--- src/rtl/motion_detect_pkg.sv ---
// rtl/motion_detect_pkg.sv - shared pixel/word types and geometry for the motion_detect pipeline
package motion_detect_pkg;

    typedef logic [7:0]  pixel_t;
    typedef logic [31:0] word_t;

    localparam int BYTES_PER_PIXEL = 3;
    localparam int BYTES_PER_WORD  = 4;
    localparam int BUF_BYTES       = 8;

    localparam int DEFAULT_IMG_WIDTH  = 720;
    localparam int DEFAULT_IMG_HEIGHT = 540;

endpackage

--- src/rtl/rgb_to_gray.sv ---
// rtl/rgb_to_gray.sv - combinational B,G,R to gray as truncated (B+G+R)/3
module rgb_to_gray
    import motion_detect_pkg::*;
(
    input  pixel_t i_b,
    input  pixel_t i_g,
    input  pixel_t i_r,
    output pixel_t o_gray
);

    logic [9:0] w_sum;

    assign w_sum  = {2'b00, i_b} + {2'b00, i_g} + {2'b00, i_r};
    assign o_gray = pixel_t'(w_sum / 10'd3);

endmodule

--- src/rtl/bgr_unpack_gray.sv ---
// rtl/bgr_unpack_gray.sv - realign 32-bit BMP words into B,G,R pixels, write 8-bit gray
// Optional PIX_COUNT_EN adds the per-frame pix_count / frame_done outputs.
module bgr_unpack_gray
    import motion_detect_pkg::*;
#(
    parameter  int IMG_WIDTH  = DEFAULT_IMG_WIDTH,
    parameter  int IMG_HEIGHT = DEFAULT_IMG_HEIGHT,
    localparam int PC_W       = $clog2(IMG_WIDTH * IMG_HEIGHT)
) (
    input  logic   clk,
    input  logic   reset,
    input  logic   in_empty,
    input  word_t  in_dout,
    output logic   in_rd_en,
    input  logic   out_full,
    output logic   out_wr_en,
    output pixel_t out_din
`ifdef PIX_COUNT_EN
    ,
    output logic [PC_W-1:0] pix_count,
    output logic            frame_done
`endif
);

    localparam int BUF_W = 8 * BUF_BYTES;
    localparam int CNT_W = $clog2(BUF_BYTES + 1);

    if ((IMG_WIDTH * BYTES_PER_PIXEL) % BYTES_PER_WORD != 0 || PC_W < 1) begin : g_bad_geometry
        $error("bgr_unpack_gray: line length must be a whole number of words");
    end

    logic [BUF_W-1:0] r_buf;
    logic [CNT_W-1:0] r_cnt;

    logic             w_emit;
    logic             w_pop;
    logic [CNT_W-1:0] w_cnt_kept;
    logic [CNT_W-1:0] w_cnt_next;
    logic [BUF_W-1:0] w_buf_kept;
    logic [BUF_W-1:0] w_buf_next;

    // Bytes above r_cnt are always zero, so a new word can be OR-ed in at the fill level.
    always_comb begin
        w_emit     = reset && (r_cnt >= CNT_W'(BYTES_PER_PIXEL)) && !out_full;
        w_cnt_kept = w_emit ? r_cnt - CNT_W'(BYTES_PER_PIXEL) : r_cnt;
        w_buf_kept = w_emit ? (r_buf >> (8 * BYTES_PER_PIXEL)) : r_buf;
        w_pop      = reset && !in_empty
                     && (w_cnt_kept <= CNT_W'(BUF_BYTES - BYTES_PER_WORD));
        w_buf_next = w_buf_kept;
        w_cnt_next = w_cnt_kept;
        if (w_pop) begin
            w_buf_next = w_buf_kept | (BUF_W'(in_dout) << {w_cnt_kept, 3'b000});
            w_cnt_next = w_cnt_kept + CNT_W'(BYTES_PER_WORD);
        end
    end

    always_ff @(posedge clk or negedge reset) begin
        if (!reset) begin
            r_buf <= '0;
            r_cnt <= '0;
        end else begin
            r_buf <= w_buf_next;
            r_cnt <= w_cnt_next;
        end
    end

    assign in_rd_en  = w_pop;
    assign out_wr_en = w_emit;

    rgb_to_gray u_gray (
        .i_b    (r_buf[7:0]),
        .i_g    (r_buf[15:8]),
        .i_r    (r_buf[23:16]),
        .o_gray (out_din)
    );

`ifdef PIX_COUNT_EN
    logic [PC_W-1:0] r_pix_count;

    assign pix_count  = r_pix_count;
    assign frame_done = w_emit && (r_pix_count == PC_W'(IMG_WIDTH * IMG_HEIGHT - 1));

    always_ff @(posedge clk or negedge reset) begin
        if (!reset) begin
            r_pix_count <= '0;
        end else if (w_emit) begin
            r_pix_count <= frame_done ? '0 : r_pix_count + 1'b1;
        end
    end
`endif

endmodule

--- config.mk ---
export PLATFORM = sky130hd
export DESIGN_NAME = bgr_unpack_gray
export DESIGN_NICKNAME = d
export VERILOG_FILES = /design/src/rtl/motion_detect_pkg.sv /design/src/rtl/rgb_to_gray.sv /design/src/rtl/bgr_unpack_gray.sv
export SDC_FILE = /design/constraint.sdc
export NUM_CORES = 1
export LEC_CHECK = 0
export CAP_MARGIN = 5
export CORE_ASPECT_RATIO = 1.4
export CORE_MARGIN = 2
export CORE_UTILIZATION = 35
export CTS_CLUSTER_DIAMETER = 150
export DETAILED_ROUTE_END_ITERATION = 10
export GPL_TIMING_DRIVEN = 0
export PLACE_DENSITY = 0.51
export SYNTH_ARGS = -nofsm -noshare
export SYNTH_HDL_FRONTEND = slang
export SYNTH_SLANG_ARGS = --single-unit
--- constraint.sdc ---
create_clock -name clk -period 6.45 [get_ports clk]
set_input_delay 0.9675 -clock clk [delete_from_list [all_inputs] [get_ports clk]]
set_output_delay 0.9675 -clock clk [all_outputs]
set_load 0.1 [all_outputs]
==> metrics.yaml <==
place_inst: 845
cp.arrival_ps: 6150
cp_slowest_cell: "or4b_2"
grt.met1_usage: 0.256
wirelength_um: 16900
cts_hold_buf: 0
fin_util: 0.464
dp_hpwl_um: 12700
critPathLaunchType: "flop"
grt_pass1_wl_um: 26400
drt_pass1_iterations: 5
grt.met2_usage: 0.390
row_count: 52
max_clock_freq_mhz: 141
antenna_found_initial: 0
wire_per_inst_um: 19.0
synthArstFlopShare: 1.00
fin_nets: 754
core-area_sq_mm: 0.0144
cts_sinks: 68
syn_to_final_growth_pct: 30.2
grt_usage: 0.217
vias_per_cell: 5.63
num_vias: 5008
io_pins: 46
cts_tree: "done"
fin_cells: 890
n_fill_cell: 1454
drc: 0
grt-busiest-layer: "met2"
synth_area_sq_mm: 0.00515
ys_seq_elements: 68
violations: "negative setup slack"
synth.distinct_cells: 76
diodes: 0
end_kind: "primary output"
finalWeightedCongestion: 0.926
crit_top_cell: "a21oi_2"
cap_violations: 0
regArea_sq_mm: 0.00170
cp_max_fo: 10
syn_nets: 668
tightest_slew_ps: 965
outcome: "finished with violations"
rsz0062_at_grt: "yes"
slew_headroom: 0.354
fin_crit_sh: 1.10
hold_viol: 0
syn_avg_cell_area_sq_um: 8.44
multi_input_area_sq_mm: 0.00346
grt-ovfl-total: 0
clockBufferDepth: 2
crit_family: "compound AO/OA/AOI/OAI gates"
yosys_warnings: 0
drt_iter0_markers: 409
syn_inst: 610
drive_above_1_share: 0.170
worstPathRequired_ps: 5480
period_needed_ps: 7120
synth_flop_cell: "dfrtp_1"
clk_pin_slew_ps: 60
start_util: 0.357
clk_latency_ps: 340
crit_buf_inv: 3
synth_edf_count: 0
dieArea_sq_mm: 0.0157
globalRouteMet3Util: 0.0295
hp-class: "flop to flop"
preCtsSetupSlack_ps: -1810
htree_levels: 3
whs_ps: 487
fin_skew_ps: 5.74
setup_ws_ps: -667
crit_path_max_incr_delay_ps: 670
ant_nets: 0
grt_max_degree: 40
place.port_buffers: 45
yosysSeqAreaShare: 0.330
die_y_um: 148
cts-buffers-inserted: 9
crit_type: "flop to primary output"
report.final.slew_viol_count: 0
root_buffer: "clkbuf_16"
grt_pass1_vias: 4871
die_w_um: 107
setup_viol: 3
## sequential cells by signal, summed over array words and instances (netlist names)
register and count:
r_buf 64, r_cnt 4
## layout by cell type, fill, tap and decap left out, types with 3 or more instances in the layout
cell type / Yosys / final
a211oi_4: 0 / 3
o21ai_2: 1 / 3
clkbuf_16: 0 / 9
a22o_1: 16 / 16
o221ai_1: 3 / 3
mux2i_1: 39 / 39
clkbuf_1: 17 / 19
o21a_1: 5 / 5
a211oi_1: 4 / 3
xnor2_1: 14 / 10
a21oi_2: 0 / 6
a21oi_1: 32 / 26
clkdlybuf4s50_1: 0 / 40
dfrtp_1: 68 / 68
xor2_1: 3 / 3
a221o_1: 5 / 4
o31ai_1: 3 / 3
ha_1: 20 / 16
o21ai_0: 30 / 27
inv_1: 18 / 17
buf_6: 6 / 7
nand2b_1: 5 / 4
nor2_2: 2 / 3
o22ai_1: 32 / 32
nand2_1: 81 / 80
buf_12: 0 / 4
buf_4: 0 / 29
nand3_1: 20 / 20
nor3_1: 9 / 7
inv_2: 3 / 3
nor2_1: 87 / 85
a22oi_1: 10 / 10
o21ai_1: 2 / 3
xnor2_2: 0 / 3
## cells by family (layout without fill, tap and decap cells)
family,count (synthesis),after routing,share of synthesized area
AND/OR/NAND/NOR,226,226,0.193
AO/OA/AOI/OAI,184,184,0.257
flip-flops,68,68,0.330
buffers and inverters,52,143,0.0520
multiplexers,41,41,0.0824
adder cells (fa/ha/maj),22,22,0.0564
XOR/XNOR,17,17,0.0289
## per-stage QoR
| step | TNS, ps | cell area [sq um] |
|---|---|---|
| after global routing | -1740 | 6710 |
| final | -1210 | 6710 |
| after floorplan | -238 | 5200 |
| after detailed placement | -4000 | 5910 |
| after global placement | -52320 | 5890 |
| after CTS | -1490 | 6500 |
## cell usage after synthesis, types with 14 or more instances
cell type,count,area (sq um)
nand2_1,81,304
nor2_1,87,327
dfrtp_1,68,1700
xnor2_1,14,123
nand3_1,20,100
inv_1,18,67.6
mux2i_1,39,390
o22ai_1,32,200
ha_1,20,250
a21oi_1,32,160
a22o_1,16,140
clkbuf_1,17,63.8
o21ai_0,30,150
## cell type report
cell class	instances	area share
buffer	29	0.0242
clock buffer	12	0.0367
multi-input combinational	490	0.516
clock inverter	4	0.0108
sequential	68	0.254
tap	189	0.0353
inverter	22	0.0147
timing repair buffer	76	0.108
## repair_timing
item | in CTS | in global routing
endpoints found under the setup margin | 5 | 6
pin swaps | 22 | 24
resized for setup | 46 | 22
setup buffers | 15 | 15
## path summary, 6_finish.rpt
check	to	slack [ps]	startpoint	cells after the start
max	out_din[0]	-670	r_buf[1]	27
min	r_buf[24]	490	r_buf[48]	2
max reg2reg	r_buf[1]	2080	r_cnt[0]	14
min reg2reg	r_buf[24]	490	r_buf[48]	2
max in group asynchronous	r_buf[46]	5320	reset	2
min in group asynchronous	r_buf[48]	560	reset	1
## layer usage
layer	routed length, um	vias to the layer above
li1	-	2407
met1	6790	2374
met2	8660	183
met3	751	44
met4	686	0
met5	0	-
## worst reg2reg max path: stages (launching register included)
cell	delay, ps
dfrtp_1	400
ha_1	200
nor3_1	50
or2_2	270
clkbuf_1	230
a211oi_1	340
xor2_1	290
inv_1	110
ha_1	240
a21oi_1	210
and2_1	150
clkbuf_1	400
nand2_1	400
nor2_1	760
a221o_1	260
Power is not shown: default switching activity piles up to over one toggle a cycle in this logic, so the estimate is an artifact.
